`src/rtl/add_arb.sv`:
```
// add_arb: round-robin arbiter that shares one registered adder among N_REQ
// requesters. Accepted operand pairs are registered onto add_a/add_b, and a
// tag pipeline of ADD_LAT+1 stages carries the requester id alongside the
// adder latency so each sum is routed back as a one-cycle rsp_valid pulse.
//
// Build option: define ADD_ARB_FIXED_PRIO_EN for fixed priority (lowest index
// always wins, no rotating pointer). Left undefined, the arbiter is
// round-robin.
module add_arb #(
    parameter int N_REQ   = 4,
    parameter int WIDTH   = 32,
    parameter int ADD_LAT = 1
) (
    input  logic                     clk,
    input  logic                     rst,
    input  logic                     en,
    input  logic [N_REQ-1:0]         req_valid,
    output logic [N_REQ-1:0]         req_ready,
    input  logic [N_REQ*WIDTH-1:0]   req_a,
    input  logic [N_REQ*WIDTH-1:0]   req_b,
    output logic [WIDTH-1:0]         add_a,
    output logic [WIDTH-1:0]         add_b,
    input  logic [WIDTH-1:0]         add_s,
    output logic [N_REQ-1:0]         rsp_valid,
    output logic [WIDTH-1:0]         rsp_s,
    output logic                     busy
);

    localparam int ID_W  = (N_REQ > 1) ? $clog2(N_REQ) : 1;
    localparam int N_STG = ADD_LAT + 1;

    // ------------------------------------------------------------------
    // Search start pointer
    // ------------------------------------------------------------------
    logic [ID_W-1:0] ptr_cur;
    logic            xfer;
    logic [ID_W-1:0] gnt_id;

`ifdef ADD_ARB_FIXED_PRIO_EN
    // Fixed priority: the search always starts at requester 0.
    assign ptr_cur = '0;
`else
    logic [ID_W-1:0] ptr_q;
    logic [ID_W-1:0] ptr_d;

    // Pointer moves just past the granted requester; holds otherwise.
    always_comb begin
        ptr_d = ptr_q;
        if (xfer) begin
            if (gnt_id == ID_W'(N_REQ - 1)) begin
                ptr_d = '0;
            end else begin
                ptr_d = gnt_id + ID_W'(1);
            end
        end
    end

    // Pointer register.
    always_ff @(posedge clk) begin
        if (rst) begin
            ptr_q <= '0;
        end else begin
            ptr_q <= ptr_d;
        end
    end

    assign ptr_cur = ptr_q;
`endif

    // ------------------------------------------------------------------
    // Grant: rotate the request vector so the pointer sits at bit 0, pick
    // the lowest set bit, and rotate the one-hot result back. Shift amounts
    // of N_REQ produce zero, so ptr_cur == 0 degenerates cleanly.
    // ------------------------------------------------------------------
    logic [N_REQ-1:0] rot_valid;
    logic [N_REQ-1:0] rot_first;
    logic [N_REQ-1:0] gnt_raw;

    assign rot_valid = (req_valid >> ptr_cur) |
                       (req_valid << (N_REQ - int'(ptr_cur)));

    generate
        for (genvar gi = 0; gi < N_REQ; gi++) begin : g_first
            if (gi == 0) begin : g_lsb
                assign rot_first[gi] = rot_valid[gi];
            end else begin : g_upper
                assign rot_first[gi] = rot_valid[gi] & ~(|rot_valid[gi-1:0]);
            end
        end
    endgenerate

    assign gnt_raw   = (rot_first << ptr_cur) |
                       (rot_first >> (N_REQ - int'(ptr_cur)));
    assign req_ready = (en && !rst) ? gnt_raw : '0;
    assign xfer      = |req_ready;

    // ------------------------------------------------------------------
    // One-hot grant to id and operand select, built as OR chains since the
    // grant vector has at most one bit set.
    // ------------------------------------------------------------------
    logic [ID_W-1:0]  id_chain [0:N_REQ];
    logic [WIDTH-1:0] a_chain  [0:N_REQ];
    logic [WIDTH-1:0] b_chain  [0:N_REQ];

    assign id_chain[0] = '0;
    assign a_chain[0]  = '0;
    assign b_chain[0]  = '0;

    generate
        for (genvar gi = 0; gi < N_REQ; gi++) begin : g_sel
            assign id_chain[gi+1] = id_chain[gi] |
                                    (req_ready[gi] ? ID_W'(gi) : '0);
            assign a_chain[gi+1]  = a_chain[gi] |
                                    (req_ready[gi] ? req_a[gi*WIDTH +: WIDTH] : '0);
            assign b_chain[gi+1]  = b_chain[gi] |
                                    (req_ready[gi] ? req_b[gi*WIDTH +: WIDTH] : '0);
        end
    endgenerate

    assign gnt_id = id_chain[N_REQ];

    // ------------------------------------------------------------------
    // Adder operand registers: load on a transfer, hold otherwise.
    // ------------------------------------------------------------------
    logic [WIDTH-1:0] add_a_q;
    logic [WIDTH-1:0] add_a_d;
    logic [WIDTH-1:0] add_b_q;
    logic [WIDTH-1:0] add_b_d;

    // Next operand values.
    always_comb begin
        add_a_d = add_a_q;
        add_b_d = add_b_q;
        if (xfer) begin
            add_a_d = a_chain[N_REQ];
            add_b_d = b_chain[N_REQ];
        end
    end

    // Operand registers.
    always_ff @(posedge clk) begin
        if (rst) begin
            add_a_q <= '0;
            add_b_q <= '0;
        end else begin
            add_a_q <= add_a_d;
            add_b_q <= add_b_d;
        end
    end

    assign add_a = add_a_q;
    assign add_b = add_b_q;

    // ------------------------------------------------------------------
    // Tag pipeline: stage 0 captures the transfer, later stages shift
    // unconditionally so responses keep their schedule even with en low.
    // ------------------------------------------------------------------
    logic [N_STG-1:0] tag_vld_q;
    logic [N_STG-1:0] tag_vld_d;
    logic [ID_W-1:0]  tag_id_q [0:N_STG-1];
    logic [ID_W-1:0]  tag_id_d [0:N_STG-1];

    assign tag_vld_d[0] = xfer;
    assign tag_id_d[0]  = gnt_id;

    generate
        for (genvar gi = 1; gi < N_STG; gi++) begin : g_shift
            assign tag_vld_d[gi] = tag_vld_q[gi-1];
            assign tag_id_d[gi]  = tag_id_q[gi-1];
        end

        for (genvar gi = 0; gi < N_STG; gi++) begin : g_stage
            // Tag stage register; reset discards everything in flight.
            always_ff @(posedge clk) begin
                if (rst) begin
                    tag_vld_q[gi] <= 1'b0;
                    tag_id_q[gi]  <= '0;
                end else begin
                    tag_vld_q[gi] <= tag_vld_d[gi];
                    tag_id_q[gi]  <= tag_id_d[gi];
                end
            end
        end

        for (genvar gi = 0; gi < N_REQ; gi++) begin : g_rsp
            assign rsp_valid[gi] = tag_vld_q[N_STG-1] &&
                                   (tag_id_q[N_STG-1] == ID_W'(gi));
        end
    endgenerate

    assign rsp_s = add_s;
    assign busy  = |tag_vld_q;

endmodule

```
`config.mk`:
```
export PLATFORM = sky130hd
export DESIGN_NAME = add_arb
export DESIGN_NICKNAME = d
export VERILOG_FILES = /design/src/rtl/add_arb.sv
export SDC_FILE = /design/constraint.sdc
export NUM_CORES = 1
export LEC_CHECK = 0
export CAP_MARGIN = 20
export CORE_AREA = 10 10 149 151
export CTS_CLUSTER_DIAMETER = 80
export DETAILED_ROUTE_END_ITERATION = 8
export DIE_AREA = 0 0 159 161
export HOLD_SLACK_MARGIN = 0.02
export PLACE_DENSITY = 0.74
export SLEW_MARGIN = 30
export SYNTH_ARGS = -nofsm -noshare
export SYNTH_HDL_FRONTEND = slang
export SYNTH_SLANG_ARGS = --single-unit
```
`constraint.sdc`:
```
create_clock -name clk -period 3.9 [get_ports clk]
set_input_delay 0.78 -clock clk [delete_from_list [all_inputs] [get_ports clk]]
set_output_delay 0.78 -clock clk [all_outputs]
set_load 0.02 [all_outputs]
```
==> flow_summary_export.csv <==
group,metric,value,unit
floorplanning,num_rows,51,
power_and_ir_drop,leakage,3.44,nW
power_and_ir_drop,p_switching,1.03,mW
clock_network,worstSkewPairLatency,0.34,ns
power_and_ir_drop,intPower,2.08,mW
finish,n_antenna_cell,0,
clock_network,htreeDepth,3,
placement,port_buffers,335,
worst_hold_path,hp-class,"flip-flop to flip-flop",
grt,grt_pass1_wl,41400,µm
finish,utilization,0.490,
grt,overflow,0,
critical_path,worstSetupEndpointType,"output port",
clock_network,cts.repair.resized,4,
logic_synthesis,synth.distinct_cells,56,
placement,dp_cells,1205,
detailed_routing,drt-pass1-iter-count,5,
floorplanning,die_area,0.0256,mm²
floorplanning,die_h,161,µm
floorplanning,ios,400,
power_and_ir_drop,p_seq_frac,0.286,
logic_synthesis,synth_fp_nets,973,
detailed_routing,drtAntennaViolNets,0,
placement,hpwl,20200,µm
floorplanning,core-area,0.0192,mm²
critical_path,critical_path.top_delay_family,"buffers and inverters",
grt,grt_pass1_vias,7034,
critical_path,critical_path.slowest_cell,"clkdlybuf4s50_1",
logic_synthesis,syn-instance-count,676,
placement,gp_congestion,0.878,
logic_synthesis,synth_common_cells,"a22o_1, dfxtp_1, a22oi_1, a31oi_1, o31ai_1",
run,cap_violations,0,
finish,multi_input_area,0.00354,mm²
finish,drive_above_1_share,0.0859,
critical_path,setup.worst_path.start_class,"input port",
power_and_ir_drop,ir_drop,0.000180,V
clock_network,hold_buffers,0,
critical_path,cp_max_fo,3,
logic_synthesis,synthSimpleGateAreaFrac,0.0533,
power_and_ir_drop,pwr_density_cell,331,mW/mm²
logic_synthesis,synth-compound-area-share,0.547,
clock_network,clock_sinks,72,
logic_synthesis,synthAdderAreaFrac,0.00441,
clock_network,postCtsSetupBuffers,0,
logic_synthesis,synth-seq-area-share,0.254,
logic_synthesis,netlist_top_cells_area,"dfxtp_1, a22o_1, a22oi_1",
logic_synthesis,synth_edf_count,0,
logic_synthesis,yosys-mux-area-fraction,0.00992,
detailed_routing,via_count,6995,
timing,tightest_slew,0.825,ns
finish,n_fill_cell,1842,
critical_path,worst_ep_required_time,3.12,ns
clock_network,clk_pin_slew,0.06,ns
finish,finalNonFillerCells,1220,
logic_synthesis,yosysMostFrequentCell,"a22o_1",
logic_synthesis,async_flop_share,0,
timing,whs,0.433,ns
critical_path,crit_chain,"clkdlybuf4s50_1 -> buf_4 -> mux2_4 -> mux2_2 -> nor4_4 -> and2_2 -> o21a_1 -> dlygate4sd2_1",
timing,max_freq,0.267,GHz
logic_synthesis,synth_xor_area_frac,0,
floorplanning,die_w,159,µm
critical_path,cpPeakStageDelay,0.41,ns
grt,grt_usage,0.201,
floorplanning,start_util,0.296,
finish,seq_area,0.00144,mm²
logic_synthesis,synthFlopType,"dfxtp_1",
logic_synthesis,syn_avg_cell_area,8.40,µm²
critical_path,cp.arrival,2.97,ns
logic_synthesis,ys_warn_count,0,
power_and_ir_drop,p_clk_frac,0.288,
timing,max_slew_margin,0.450,
critical_path,crit_type,"input port to output port",
grt,antenna_found_initial,0,
detailed_routing,drt_iter0_drc,494,
power_and_ir_drop,p_sw_frac,0.331,
timing,finalHoldViolations,0,
clock_network,cts_tree,"built",
timing,slew_viol_final,0,
clock_network,cts_made_buffers,9,
finish,area_growth,65.9,%
run_status,status,"completed",
logic_synthesis,syn-cell-area,0.00568,mm²
logic_synthesis,synth_top_area_frac,0.254,
detailed_routing,viasPerCell,5.73,
grt,grt_max_degree,66,
timing,skew,0.00551,ns
logic_synthesis,synth_top_area_cell,"dfxtp_1",
timing,setup_viol_count_final,0,
clock_network,cts_max_path_buffers,2,
clock_network,ctsRootBufferMaster,"clkbuf_16",
critical_path,critPathBufInv,3,
detailed_routing,wl,27700,µm
logic_synthesis,synth_top_family_by_area,"compound AO/OA/AOI/OAI gates",
detailed_routing,wire_per_inst,22.7,µm
finish,final_nets,1248,
logic_synthesis,ys_ff_latch,72,
timing,fin_crit_sh,0.961,
detailed_routing,drcViolationCount,0,
timing,rsz0062_at_grt,"no",
timing,min_period,3.75,ns
power_and_ir_drop,p_comb_frac,0.425,
## path summary, 6_finish.rpt
kind / startpoint / end / slack, ns / cells past startpoint
min reg2reg: tag_id_q[0][0] / tag_id_q[1][0] / 0.43 / 1
max reg2reg: ptr_cur[0] / add_a[21] / 0.51 / 10
min: tag_id_q[0][0] / tag_id_q[1][0] / 0.43 / 1
max: req_valid[1] / req_ready[0] / 0.15 / 8
## layout make-up
| class | instances | share of cell area |
|---|---|---|
| multi-input combinational | 481 | 0.376 |
| clock buffer | 10 | 0.0243 |
| tap | 265 | 0.0352 |
| inverter | 6 | 0.00239 |
| clock inverter | 5 | 0.00864 |
| timing repair buffer | 381 | 0.401 |
| sequential | 72 | 0.153 |
## metrics by stage
step                      worst slack [ns]  instance area [µm²]  setup TNS [ns]  total power, mW
after global routing                0.0345                 9420               0             3.27
after global placement             -0.0976                 9100          -0.199             2.22
after floorplan                      0.217                 5680               0             1.61
final                                0.153                 9420               0             3.11
after detailed placement            -0.108                 9100          -0.210             2.23
after CTS                           0.0734                 9410               0             3.14
## worst reg2reg max path: cells and delay by family, from the launching register on
kind | cells | cell delay (ns)
buffers and inverters | 2 | 0.73
DFF | 1 | 0.31
adders and majority gates | 1 | 0.37
and+or+nand+nor | 3 | 1.07
AOI/OAI and AO/OA | 4 | 0.84
## cell families (layout without fill, tap and decap cells)
| logic type | Yosys count | in the layout |
|---|---|---|
| AO/OA/AOI/OAI | 421 | 421 |
| adder cells (fa/ha/maj) | 2 | 2 |
| buffers and inverters | 123 | 402 |
| flip-flops | 72 | 72 |
| multiplexers | 5 | 5 |
| AND/OR/NAND/NOR | 53 | 53 |
## placed cells by master (no fill, tap or decap), drive strengths merged, types with 11 or more instances in the layout
cell type	Yosys	layout
nand2	11	11
o21ai	72	72
nor2	11	11
a31oi	65	65
dfxtp	72	72
o31ai	65	65
clkdlybuf4s50	0	331
a22oi	64	64
a22o	126	126
buf	79	46
## layer usage
| layer | wire [µm] | track usage | vias to the layer above |
|---|---|---|---|
| li1 | - | - | 3268 |
| met1 | 11100 | 0.235 | 3366 |
| met2 | 14000 | 0.349 | 319 |
| met3 | 2030 | 0.0564 | 42 |
| met4 | 579 | 0.0623 | 0 |
| met5 | 0 | 0 | - |
## flip-flops by register name (all words and copies together), names as in the netlist
name / cells
tag_vld_q: 1
tag_vld_d: 1
ptr_cur: 2
tag_id_q: 4
add_b: 32
add_a: 32
## power groups by stage
stage / clock network [mW] / registers, mW / logic, mW
after global placement: 0 / 0.902 / 1.32
after detailed placement: 0 / 0.904 / 1.33
after CTS: 0.919 / 0.890 / 1.33
after global routing: 0.954 / 0.900 / 1.42
final: 0.898 / 0.891 / 1.32
after floorplan: 0 / 1.00 / 0.602
Power figures use the tool's default switching activity.
